## config.mk

```make
export PLATFORM = sky130hd
export DESIGN_NAME = fwd_mac_sched_flat
export DESIGN_NICKNAME = d
export VERILOG_FILES = /design/src/rtl/fwd_mac_sched_if.sv /design/src/rtl/fwd_mac_sched.sv /design/src/flat_wrapper.sv
export SDC_FILE = /design/constraint.sdc
export NUM_CORES = 1
export LEC_CHECK = 0
export BUFFER_PORTS_ARGS = -buffer_cell sky130_fd_sc_hd__buf_2
export CORE_AREA = 5 5 43 45
export CTS_BUF_LIST = sky130_fd_sc_hd__clkbuf_8 sky130_fd_sc_hd__clkbuf_16
export DETAILED_ROUTE_END_ITERATION = 10
export DIE_AREA = 0 0 48 50
export GPL_ROUTABILITY_DRIVEN = 0
export HOLD_SLACK_MARGIN = 0.05
export PLACE_DENSITY = 0.74
export SYNTH_ARGS = -nofsm -noshare
export SYNTH_HDL_FRONTEND = slang
export SYNTH_SLANG_ARGS = --single-unit
```

## constraint.sdc

```tcl
create_clock -name clk_i -period 1.6 [get_ports clk_i]
set_input_delay 0.24 -clock clk_i [delete_from_list [all_inputs] [get_ports clk_i]]
set_output_delay 0.24 -clock clk_i [all_outputs]
set_load 0.02 [all_outputs]
```

## src/rtl/fwd_mac_sched_if.sv

```systemverilog
// Control/strobe bundle between the forward-pass sequencer and its controller and MAC datapath.
// With SCHED_EPOCH_CNT_EN defined the bundle also carries the completed-pass counter epoch_o.
interface fwd_mac_sched_if #(
  parameter int IDX_W = 3
);
  logic             start_i;
  logic             abort_i;
  logic             mac_stall_i;
  logic             busy_o;
  logic             mac_clr_o;
  logic             mac_en_o;
  logic             mac_last_o;
  logic             mac_layer_o;
  logic [IDX_W-1:0] mac_neuron_o;
  logic [IDX_W-1:0] mac_idx_o;
  logic             store_o;
  logic             done_o;
`ifdef SCHED_EPOCH_CNT_EN
  logic [7:0]       epoch_o;
`endif

  // Controller side: requests passes and reports datapath back-pressure.
  modport master (
    output start_i, abort_i, mac_stall_i,
    input  busy_o, mac_clr_o, mac_en_o, mac_last_o, mac_layer_o,
    input  mac_neuron_o, mac_idx_o, store_o, done_o
`ifdef SCHED_EPOCH_CNT_EN
    , input epoch_o
`endif
  );

  // Sequencer side.
  modport slave (
    input  start_i, abort_i, mac_stall_i,
    output busy_o, mac_clr_o, mac_en_o, mac_last_o, mac_layer_o,
    output mac_neuron_o, mac_idx_o, store_o, done_o
`ifdef SCHED_EPOCH_CNT_EN
    , output epoch_o
`endif
  );
endinterface

```

## src/rtl/fwd_mac_sched.sv

```systemverilog
// Forward-pass sequencer driving one shared MAC: every hidden neuron over all inputs, then the
// output neuron over all hidden activations. Optional SCHED_EPOCH_CNT_EN adds an 8-bit pass counter.
module fwd_mac_sched #(
  parameter int N_IN  = 4,
  parameter int N_HID = 2,
  parameter int IDX_W = 3
) (
  input  logic           clk_i,
  input  logic           rst_i,
  fwd_mac_sched_if.slave bus
);

  typedef enum logic [2:0] {
    S_IDLE,
    S_CLR,
    S_MAC,
    S_STORE,
    S_DONE
  } state_t;

  localparam logic [IDX_W-1:0] IN_LAST  = IDX_W'(N_IN - 1);
  localparam logic [IDX_W-1:0] HID_LAST = IDX_W'(N_HID - 1);

  state_t           state_q, state_d;
  logic             layer_q, layer_d;
  logic [IDX_W-1:0] neuron_q, neuron_d;
  logic [IDX_W-1:0] idx_q, idx_d;

  logic [IDX_W-1:0] term_last;
  logic             at_last;
  logic             mac_fire;

  // Hidden neurons sum N_IN terms; the output neuron sums one term per hidden activation.
  assign term_last = layer_q ? HID_LAST : IN_LAST;
  assign at_last   = (idx_q == term_last);
  assign mac_fire  = (state_q == S_MAC) && !bus.mac_stall_i;

  // NOTE: sequential state uses non-blocking assignments so every flop samples pre-edge values.
  always_ff @(posedge clk_i or posedge rst_i) begin
    if (rst_i) begin
      state_q  <= S_IDLE;
      layer_q  <= 1'b0;
      neuron_q <= '0;
      idx_q    <= '0;
    end else begin
      state_q  <= state_d;
      layer_q  <= layer_d;
      neuron_q <= neuron_d;
      idx_q    <= idx_d;
    end
  end

  // NOTE: every combinational output gets a default first so no path can infer a latch.
  always_comb begin
    state_d  = state_q;
    layer_d  = layer_q;
    neuron_d = neuron_q;
    idx_d    = idx_q;

    if (bus.abort_i && (state_q != S_IDLE)) begin
      // Abort outranks stall and the STORE/DONE exits, so no strobe follows it.
      state_d  = S_IDLE;
      layer_d  = 1'b0;
      neuron_d = '0;
      idx_d    = '0;
    end else begin
      unique case (state_q)
        S_IDLE: begin
          if (bus.start_i && !bus.abort_i) begin
            state_d = S_CLR;
          end
        end
        S_CLR: begin
          state_d = S_MAC;
          idx_d   = '0;
        end
        S_MAC: begin
          if (!bus.mac_stall_i) begin
            if (at_last) begin
              state_d = S_STORE;
              idx_d   = '0;
            end else begin
              idx_d = idx_q + IDX_W'(1);
            end
          end
        end
        S_STORE: begin
          if (layer_q) begin
            state_d = S_DONE;
          end else begin
            state_d = S_CLR;
            if (neuron_q == HID_LAST) begin
              layer_d  = 1'b1;
              neuron_d = '0;
            end else begin
              neuron_d = neuron_q + IDX_W'(1);
            end
          end
        end
        S_DONE: begin
          state_d  = S_IDLE;
          layer_d  = 1'b0;
          neuron_d = '0;
          idx_d    = '0;
        end
        default: begin
          state_d  = S_IDLE;
          layer_d  = 1'b0;
          neuron_d = '0;
          idx_d    = '0;
        end
      endcase
    end
  end

  // Strobes decode straight from the state flops; only mac_en_o also looks at the stall input.
  assign bus.busy_o       = (state_q != S_IDLE);
  assign bus.mac_clr_o    = (state_q == S_CLR);
  assign bus.mac_en_o     = mac_fire;
  assign bus.mac_last_o   = (state_q == S_MAC) && at_last;
  assign bus.store_o      = (state_q == S_STORE);
  assign bus.done_o       = (state_q == S_DONE);
  assign bus.mac_layer_o  = layer_q;
  assign bus.mac_neuron_o = neuron_q;
  assign bus.mac_idx_o    = idx_q;

`ifdef SCHED_EPOCH_CNT_EN
  logic [7:0] epoch_q;

  // Counts only passes that reach DONE without an abort; wraps naturally at 8 bits.
  always_ff @(posedge clk_i or posedge rst_i) begin
    if (rst_i) begin
      epoch_q <= 8'd0;
    end else if ((state_q == S_DONE) && !bus.abort_i) begin
      epoch_q <= epoch_q + 8'd1;
    end
  end

  assign bus.epoch_o = epoch_q;
`endif

endmodule

```

## src/flat_wrapper.sv

```systemverilog
// flat-port wrapper written by rule: the top's interface ports become plain ports
module fwd_mac_sched_flat 
#(
  parameter int N_IN  = 4,
  parameter int N_HID = 2,
  parameter int IDX_W = 3
)
  (clk_i, rst_i, bus_start_i, bus_abort_i, bus_mac_stall_i, bus_busy_o, bus_mac_clr_o, bus_mac_en_o, bus_mac_last_o, bus_mac_layer_o, bus_mac_neuron_o, bus_mac_idx_o, bus_store_o, bus_done_o);
  fwd_mac_sched_if #(.IDX_W(IDX_W)) bus_i ();
  input  logic clk_i;
  input  logic rst_i;
  input wire logic [$bits(bus_i.start_i)-1:0] bus_start_i;
  input wire logic [$bits(bus_i.abort_i)-1:0] bus_abort_i;
  input wire logic [$bits(bus_i.mac_stall_i)-1:0] bus_mac_stall_i;
  output wire logic [$bits(bus_i.busy_o)-1:0] bus_busy_o;
  output wire logic [$bits(bus_i.mac_clr_o)-1:0] bus_mac_clr_o;
  output wire logic [$bits(bus_i.mac_en_o)-1:0] bus_mac_en_o;
  output wire logic [$bits(bus_i.mac_last_o)-1:0] bus_mac_last_o;
  output wire logic [$bits(bus_i.mac_layer_o)-1:0] bus_mac_layer_o;
  output wire logic [$bits(bus_i.mac_neuron_o)-1:0] bus_mac_neuron_o;
  output wire logic [$bits(bus_i.mac_idx_o)-1:0] bus_mac_idx_o;
  output wire logic [$bits(bus_i.store_o)-1:0] bus_store_o;
  output wire logic [$bits(bus_i.done_o)-1:0] bus_done_o;
  assign bus_i.start_i = bus_start_i;
  assign bus_i.abort_i = bus_abort_i;
  assign bus_i.mac_stall_i = bus_mac_stall_i;
  assign bus_busy_o = bus_i.busy_o;
  assign bus_mac_clr_o = bus_i.mac_clr_o;
  assign bus_mac_en_o = bus_i.mac_en_o;
  assign bus_mac_last_o = bus_i.mac_last_o;
  assign bus_mac_layer_o = bus_i.mac_layer_o;
  assign bus_mac_neuron_o = bus_i.mac_neuron_o;
  assign bus_mac_idx_o = bus_i.mac_idx_o;
  assign bus_store_o = bus_i.store_o;
  assign bus_done_o = bus_i.done_o;
  fwd_mac_sched #(.N_IN(N_IN), .N_HID(N_HID), .IDX_W(IDX_W)) u_core (.clk_i(clk_i), .rst_i(rst_i), .bus(bus_i));
endmodule
```

# [Word-level counts from Yosys, hierarchy flattened]
# Index checks and enable logic that the tools add are counted.
[op_classes] addsub=2 muxes=19 eq_ne=12 reduce_logical=13
[op_table] op="$mux W3" count=11
[op_table] op="$pmux W3 S2" count=2
[op_table] op="$pmux W3 S4" count=1
[op_table] op="$add A3 B1 Y3 const B" count=2
[op_table] op="$eq A3 B1 Y1 const B" count=2
[op_table] op="$eq A3 B2 Y1 const B" count=2
[op_table] op="$ne A3 B3 Y1 const B" count=2
[op_table] op="$logic_and A1 B1 Y1" count=4
[op_table] op="$ne A2 B1 Y1 const B" count=2
[op_table] op="$reduce_and A2 Y1" count=2
[op_table] op="$eq A3 B3 Y1" count=1
[op_table] op="$eq A3 B3 Y1 const B" count=1
[op_table] op="$logic_not A3 Y1" count=1
[op_table] op="$mux W1" count=3
[op_table] op="$ne A3 B1 Y1 const B" count=1
[op_table] op="$ne A3 B2 Y1 const B" count=1
[op_table] op="$reduce_and A3 Y1" count=1
[op_table] op="$reduce_bool A3 Y1" count=1
[op_table] op="$reduce_or A3 Y1" count=1
[op_table] op="$logic_not A1 Y1" count=2
[op_table] op="$mux W2" count=1
[op_table] op="$pmux W1 S2" count=1
[op_table] op="$reduce_or A2 Y1" count=1
[word_totals] reg_bits=10 in_bits=5 output_inout_bits=13

# [Logic depth before layout (Yosys ltp)]
# Gate-level depths: netlist of run 1.
[logic_depth] depth_word=6 depth_mapped=5 ltp_nobuf=5

# [Least setup slack after synthesis of run 1]
# OpenSTA, ideal clock, no wires.
[synth_timing] path_type="register to output" from="reg u_core.layer_q (netlist: u_core.bus.mac_layer_o)" to="out bus_mac_last_o" n_path_buf=0 stages_incl_launch_ff=4 t_arrival_ps=1309 required_time_ps=1360 slack_ps=51 path_cell_list="dfrtp_1 xor2_1 nand3b_1 nor3_1"
[synth_via] elab_chain_cells=3
[synth_rtl] element="from (decl)" line="fwd_mac_sched.sv:25" source="logic layer_q, layer_d;"
[synth_rtl] element="from (signal assigned)" line="fwd_mac_sched.sv:47" source="layer_q <= layer_d;"
[synth_rtl] element="$mux W2" line="fwd_mac_sched.sv:34" source="assign term_last = layer_q ? HID_LAST : IN_LAST;"
[synth_rtl] element="$eq A3 B3 Y1" line="fwd_mac_sched.sv:35" source="assign at_last = (idx_q == term_last);"
[synth_rtl] element="$logic_and A1 B1 Y1" line="fwd_mac_sched.sv:120" source="assign bus.mac_last_o = (state_q == S_MAC) && at_last;"
[synth_rtl] element="to (decl)" line="flat_wrapper.sv:18" source="output wire logic [$bits(bus_i.mac_last_o)-1:0] bus_mac_last_o;"
# No other way between the ends.

# [Final worst setup path of run 1]
[layout_timing] from="reg u_core.state_q[1]" to="out bus_busy_o"
[layout_via] elab_chain_cells=1
[layout_rtl] element="from (decl)" line="fwd_mac_sched.sv:24" source="state_t state_q, state_d;"
[layout_rtl] element="from (signal assigned)" line="fwd_mac_sched.sv:46" source="state_q <= state_d;"
[layout_rtl] element="$reduce_bool A3 Y1" line="fwd_mac_sched.sv:117" source="assign bus.busy_o = (state_q != S_IDLE);"
[layout_rtl] element="to (decl)" line="flat_wrapper.sv:15" source="output wire logic [$bits(bus_i.busy_o)-1:0] bus_busy_o;"
# No other way between the ends.

==> results of run 1 <==
## path summary, 6_finish.rpt
kind | slack [ps] | endpoint | depth (start not counted)
hold reg to reg | 560 | u_core.bus.mac_idx_o[0] | 1
max in group asynchronous | 770 | u_core.state_q[2] | 3
hold / removal | 410 | u_core.state_q[0] | 4
setup / recovery | 80 | bus_busy_o | 2
min in group asynchronous | 520 | u_core.bus.mac_neuron_o[1] | 3
setup reg to reg | 170 | u_core.bus.mac_idx_o[0] | 4
## area by class of cell
type                            instances  area [µm²]
Sequential cell                        10         254
Multi-Input combinational cell         53         383
Clock buffer                            3        41.3
Timing Repair Buffer                   20         110
Tap cell                               16        20.0
Inverter                                3        11.3
Fill cell                             129         617
## cells by family after synthesis
group,share of synthesized area
xor gates and xnor gates,0.0129
DFF,0.368
and+or+nand+nor,0.326
buffers and inverters,0.0681
adders and majority gates,0.0184
AOI/OAI and AO/OA,0.206
## critical path, stage by stage (launching register included)
cell and delay, ps:
sky130_fd_sc_hd__dfrtp_1 500, sky130_fd_sc_hd__or3_1 380, sky130_fd_sc_hd__buf_2 160
## registers in the layout (all words and copies together), names as in the netlist
| signal | cells |
|---|---|
| u_core.bus.mac_layer_o | 1 |
| u_core.bus.mac_neuron_o | 3 |
| u_core.bus.mac_idx_o | 3 |
| u_core.state_q | 3 |
## metrics by stage
step / util / power [mW] / setup slack [ps]
final: 0.571 / 0.777 / 82.7
after global routing: 0.571 / 0.824 / 7.65
after CTS: 0.564 / 0.789 / 4.39
after detailed placement: 0.527 / 0.526 / 183
after global placement: 0.527 / 0.523 / 216
after floorplan: - / 0.486 / 51.4
## layer usage
metal  global-route usage  vias to the layer above  share of wire
met3               0.0655                        3          0.081
met1                0.164                      245           0.45
li1                     -                      290              -
met4               0.0269                        0         0.0069
met5                    0                        -              0
met2                0.165                       15           0.46
## synthesized netlist by cell type, types with 2 or more instances
library cell and number:
sky130_fd_sc_hd__inv_1 3, sky130_fd_sc_hd__nand2b_1 2, sky130_fd_sc_hd__a21oi_1 3, sky130_fd_sc_hd__nand2_1 2
sky130_fd_sc_hd__buf_6 2, sky130_fd_sc_hd__nor3_1 2, sky130_fd_sc_hd__dfrtp_1 10, sky130_fd_sc_hd__nand3_1 4
sky130_fd_sc_hd__o21ai_1 2, sky130_fd_sc_hd__nor3b_1 3, sky130_fd_sc_hd__nor2_1 8, sky130_fd_sc_hd__nor4_1 2
sky130_fd_sc_hd__o21ai_0 4
## power by group through the flow
stage	registers [mW]	clock network, mW	logic [mW]
after CTS	0.319	0.264	0.206
after global placement	0.320	0	0.203
after global routing	0.324	0.276	0.224
final	0.319	0.255	0.204
after detailed placement	0.322	0	0.204
after floorplan	0.313	0	0.173
## what timing repair did
action / CTS / global route
hold buffers: 1 / 0
setup buffers: 0 / 1
resized for setup: 1 / 2
setup endpoints to repair: 1 / 4
hold endpoints to repair: 10 / 0
pin swaps: 0 / 1
==> metrics.txt, run 1 <==
global-route congestion overflow total 0; number of DRC markers in iteration 0 13; total number of placement rows 14; Max Clock Freq 659 MHz; Worst-Margin Slew 392 ps; signed area change from the synthesized netlist to the final layout 20.6%; IO Count 18; Synth top area share 0.368; worst skew pair latency 230 ps; wire length per cell after detailed routing 12.4 µm; Layout Cells excl Fill 105; status completed; Max clock buf depth 2; Critical Path Sink Type output port; clock sink count 10; starting density of the core 0.473; clock-pin slew on the worst setup and hold paths 50 ps; count of final max-slew check failures 0; detailed-router iteration count before antenna repair 4; wire length after detailed routing 1300 µm; number of flops mapped to enable cells by yosys 0; cell internal power dissipation 0.529 mW; TritonCTS buffer count 3; most used cells in the layout excluding fill and tap cells sky130_fd_sc_hd__buf_2, sky130_fd_sc_hd__nor2_1, sky130_fd_sc_hd__dfrtp_1; leading area contributor after synthesis sky130_fd_sc_hd__dfrtp_1; worst min-delay path startpoint bus_start_i; RSZ-0062 raised after global routing false; leading cell type in the layout, fill and taps excluded sky130_fd_sc_hd__buf_2; areal power density over the cells 949 nW/µm²; Final Critical Period 1520 ps; worst hold path class in -> reg; Max IR drop VDD 0.518 mV; Reg-to-Reg Start u_core.state_q[1]; number of max-capacitance violations reported 0; worst-path fanout max 10; final instance area 820 µm²; DRC viols 0; Main synth FF type sky130_fd_sc_hd__dfrtp_1; portion of the clock cycle consumed by the worst path in the final layout 0.948; Setup crit start u_core.state_q[1]; Post-layout nets 97; Arr. time, crit path 1280 ps; Detail Route Antenna Nets 0; die height 50 µm; standard cell area after detailed placement 757 µm²; Syn Std Cell Area 679 µm²; share of power burned in registers 0.411; combinational cell fraction of total power 0.262; fraction of layout instances using a drive strength above 1 0.393; clock network fraction of design power 0.328; IO buf count 17; required time at the endpoint of the critical path 1360 ps; placed wire-length estimate 1020 µm; number of instances in the synthesized netlist 70; number of warning messages in the yosys log 0; leakage power total 0.401 nW; vias per cell 5.27; number of register bits inferred by synthesis 10; class of the most critical setup path reg -> out; Root Buffer Master sky130_fd_sc_hd__clkbuf_8; antenna violations before repair 0; H-tree Lvls 1; via count of the first global-routing pass 466; Worst setup SP type register; Hold Fails Final Rpt 0; global-route wire length before repair 2030 µm; overall die area 2400 µm²; CORE AREA 1440 µm²; maximum clock skew at final layout 5.65 ps; number of distinct library cell variants in the gate-level netlist after synthesis 36; Worst slew margin 0.738; setup violators final 0; net count after synthesis 76; Post-Syn Area per Cell 9.71 µm²; die width 48 µm; main area contributors after synthesis sky130_fd_sc_hd__dfrtp_1, sky130_fd_sc_hd__nor2_1, sky130_fd_sc_hd__buf_6; post-synthesis sequential area ratio 0.368; detailed-route via count 553; switch share 0.319; post-placement cell count 100; maximum number of pins on one net before global-route repair 15; async set or reset register ratio after synthesis 1.00; final hold slack 415 ps; final-layout setup total negative slack 0 ps; Inserted Diodes 0; Global Route Usage Sum 0.120; net load switching power 0.248 mW; clock tree from TritonCTS built
Power figures use the tool's default switching activity.
==> inputs of run 2 (changes only) <==
CELL_PAD_IN_SITES_DETAIL_PLACEMENT = 0   (was unset)
CELL_PAD_IN_SITES_GLOBAL_PLACEMENT = 2   (was unset)
CORE_AREA = 5 5 53 55   (was 5 5 43 45)
DIE_AREA = 0 0 58 60   (was 0 0 48 50)
PLACE_DENSITY = 0.73   (was 0.74)
clock period = 1.8 ns   (was 1.6 ns; I/O delays follow)
==> run 2 against run 1 <==
  * Final cell count grew 12%
  * Critical path depth grew 2
  * Wire length grew 9.9%
  * Non-clock buffer count shrank 2
  * Via count grew 1.3%
  * Largest power group unchanged
==> metrics.txt, run 2 (synthesis gave the netlist of run 1 again) <==
status completed; die height 60 µm; Inserted Diodes 0; fill cell count 253; share of power burned in registers 0.388; clock sink count 10; maximum clock skew at final layout 0.162 ps; Max Clock Freq 611 MHz; Detail Route Antenna Nets 0; maximum number of pins on one net before global-route repair 15; overall die area 3480 µm²; Global Route Usage Sum 0.0961; clock tree from TritonCTS built; Worst setup SP type register; Post-layout nets 95; cell internal power dissipation 0.511 mW; number of buffers added to fix hold violations after cts 1; worst hold path class in -> reg; standard cell area after detailed placement 767 µm²; clock-pin slew on the worst setup and hold paths 50 ps; worst-path fanout max 6; Arr. time, crit path 1370 ps; required time at the endpoint of the critical path 1530 ps; number of buffers and inverters on the critical path 1; TritonCTS buffer count 3; FF+latch area 250 µm²; global-route wire length before repair 2550 µm; number of max-capacitance violations reported 0; CORE AREA 2340 µm²; global-route congestion overflow total 0; number of DRC markers in iteration 0 6; fraction of layout instances using a drive strength above 1 0.352; detailed-router iteration count before antenna repair 4; final-layout setup total negative slack 0 ps; die width 58 µm; portion of the clock cycle consumed by the worst path in the final layout 0.910; net load switching power 0.227 mW; areal power density over the cells 887 nW/µm²; most used cells in the layout excluding fill and tap cells sky130_fd_sc_hd__buf_2, sky130_fd_sc_hd__dfrtp_1, sky130_fd_sc_hd__nor2_1; combinational cell fraction of total power 0.238; wire length per cell after detailed routing 12.1 µm; detailed-route via count 560; DRC viols 0; antenna violations before repair 0; signed area change from the synthesized netlist to the final layout 22.5%; vias per cell 4.75; Hold Fails Final Rpt 0; switch share 0.308; Root Buffer Master sky130_fd_sc_hd__clkbuf_8; family of cells with the greatest summed delay on the critical path flip-flops; Final Critical Period 1640 ps; Worst slew margin 0.637; RSZ-0062 raised after global routing false; class of the most critical setup path reg -> out; total number of placement rows 18; Max clock buf depth 2; Slowest-stage cell, CP sky130_fd_sc_hd__dfrtp_1; via count of the first global-routing pass 541; IO Count 18; Worst path max stage delay 420 ps; leading cell type in the layout, fill and taps excluded sky130_fd_sc_hd__buf_2; setup violators final 0; leakage power total 0.403 nW; Max IR drop VDD 0.545 mV; Critical Path Sink Type output port; starting density of the core 0.290; ordered cell list for the critical path xor2_1, nand3b_1, nor3_1, buf_2; worst skew pair latency 230 ps; wire length after detailed routing 1430 µm; area of the multi-input gates 383 µm²; setup bufs post-CTS 0; H-tree Lvls 1; IO buf count 17; clock network fraction of design power 0.374; final instance area 832 µm²; count of final max-slew check failures 0; cts repair resizes 0; Worst-Margin Slew 544 ps; placed wire-length estimate 1120 µm
## run 2: cell count changes in the layout (fill, tap and decap cells not counted)
cell / delta
sky130_fd_sc_hd__buf_4: -2
sky130_fd_sc_hd__clkbuf_8: +1
sky130_fd_sc_hd__dfrtp_1: +3
sky130_fd_sc_hd__dfrtp_2: -3
## run 2: metrics by stage
step | util | setup WS, ps | hold slack [ps] | total power [mW] | std cells
3_3_place_gp | 0.327 | 312 | 261 | 0.466 | 113
5_1_grt | 0.355 | 17.2 | 481 | 0.785 | 118
6_report | 0.355 | 163 | 455 | 0.738 | 118
2_1_floorplan | - | 221 | 110 | 0.432 | 70
3_5_place_dp | 0.327 | 285 | 263 | 0.466 | 113
4_1_cts | 0.355 | 143 | 458 | 0.746 | 118
## run 2: cell type report
cell class / count / area share
Multi-Input combinational cell: 53 / 0.460
Sequential cell: 10 / 0.301
Timing Repair Buffer: 18 / 0.114
Clock buffer: 4 / 0.0662
Tap cell: 30 / 0.0451
Inverter: 3 / 0.0135
## run 2: worst paths after layout
check	startpoint	to	slack [ps]	cells past startpoint
min	bus_start_i	u_core.state_q[0]	450	4
max	u_core.bus.mac_layer_o	bus_mac_last_o	160	4
min in group asynchronous	rst_i	u_core.bus.mac_idx_o[2]	550	3
max in group asynchronous	rst_i	u_core.bus.mac_neuron_o[2]	980	3
min reg2reg	u_core.bus.mac_neuron_o[2]	u_core.bus.mac_neuron_o[2]	570	2
max reg2reg	u_core.state_q[1]	u_core.bus.mac_idx_o[0]	270	4
## run 2: per-layer routing
| metal | track usage | routed length (µm) |
|---|---|---|
| met2 | 0.134 | 622 |
| met3 | 0.0130 | 45 |
| met4 | 0.0596 | 27 |
| met5 | 0 | 0 |
| met1 | 0.138 | 737 |
## run 2: power by group through the flow
stage / clock, mW / sequential, mW / combinational, mW
floorplan: 0 / 0.278 / 0.154
global route: 0.296 / 0.292 / 0.198
global placement: 0 / 0.289 / 0.178
finish: 0.276 / 0.286 / 0.176
detailed placement: 0 / 0.290 / 0.176
CTS: 0.281 / 0.287 / 0.179
## run 2: tightest hold or removal path, delay by kind of cell
family / cells / cell delay [ps]
compound gates: 1 / 190
simple gates: 2 / 110
buf+inv: 1 / 80
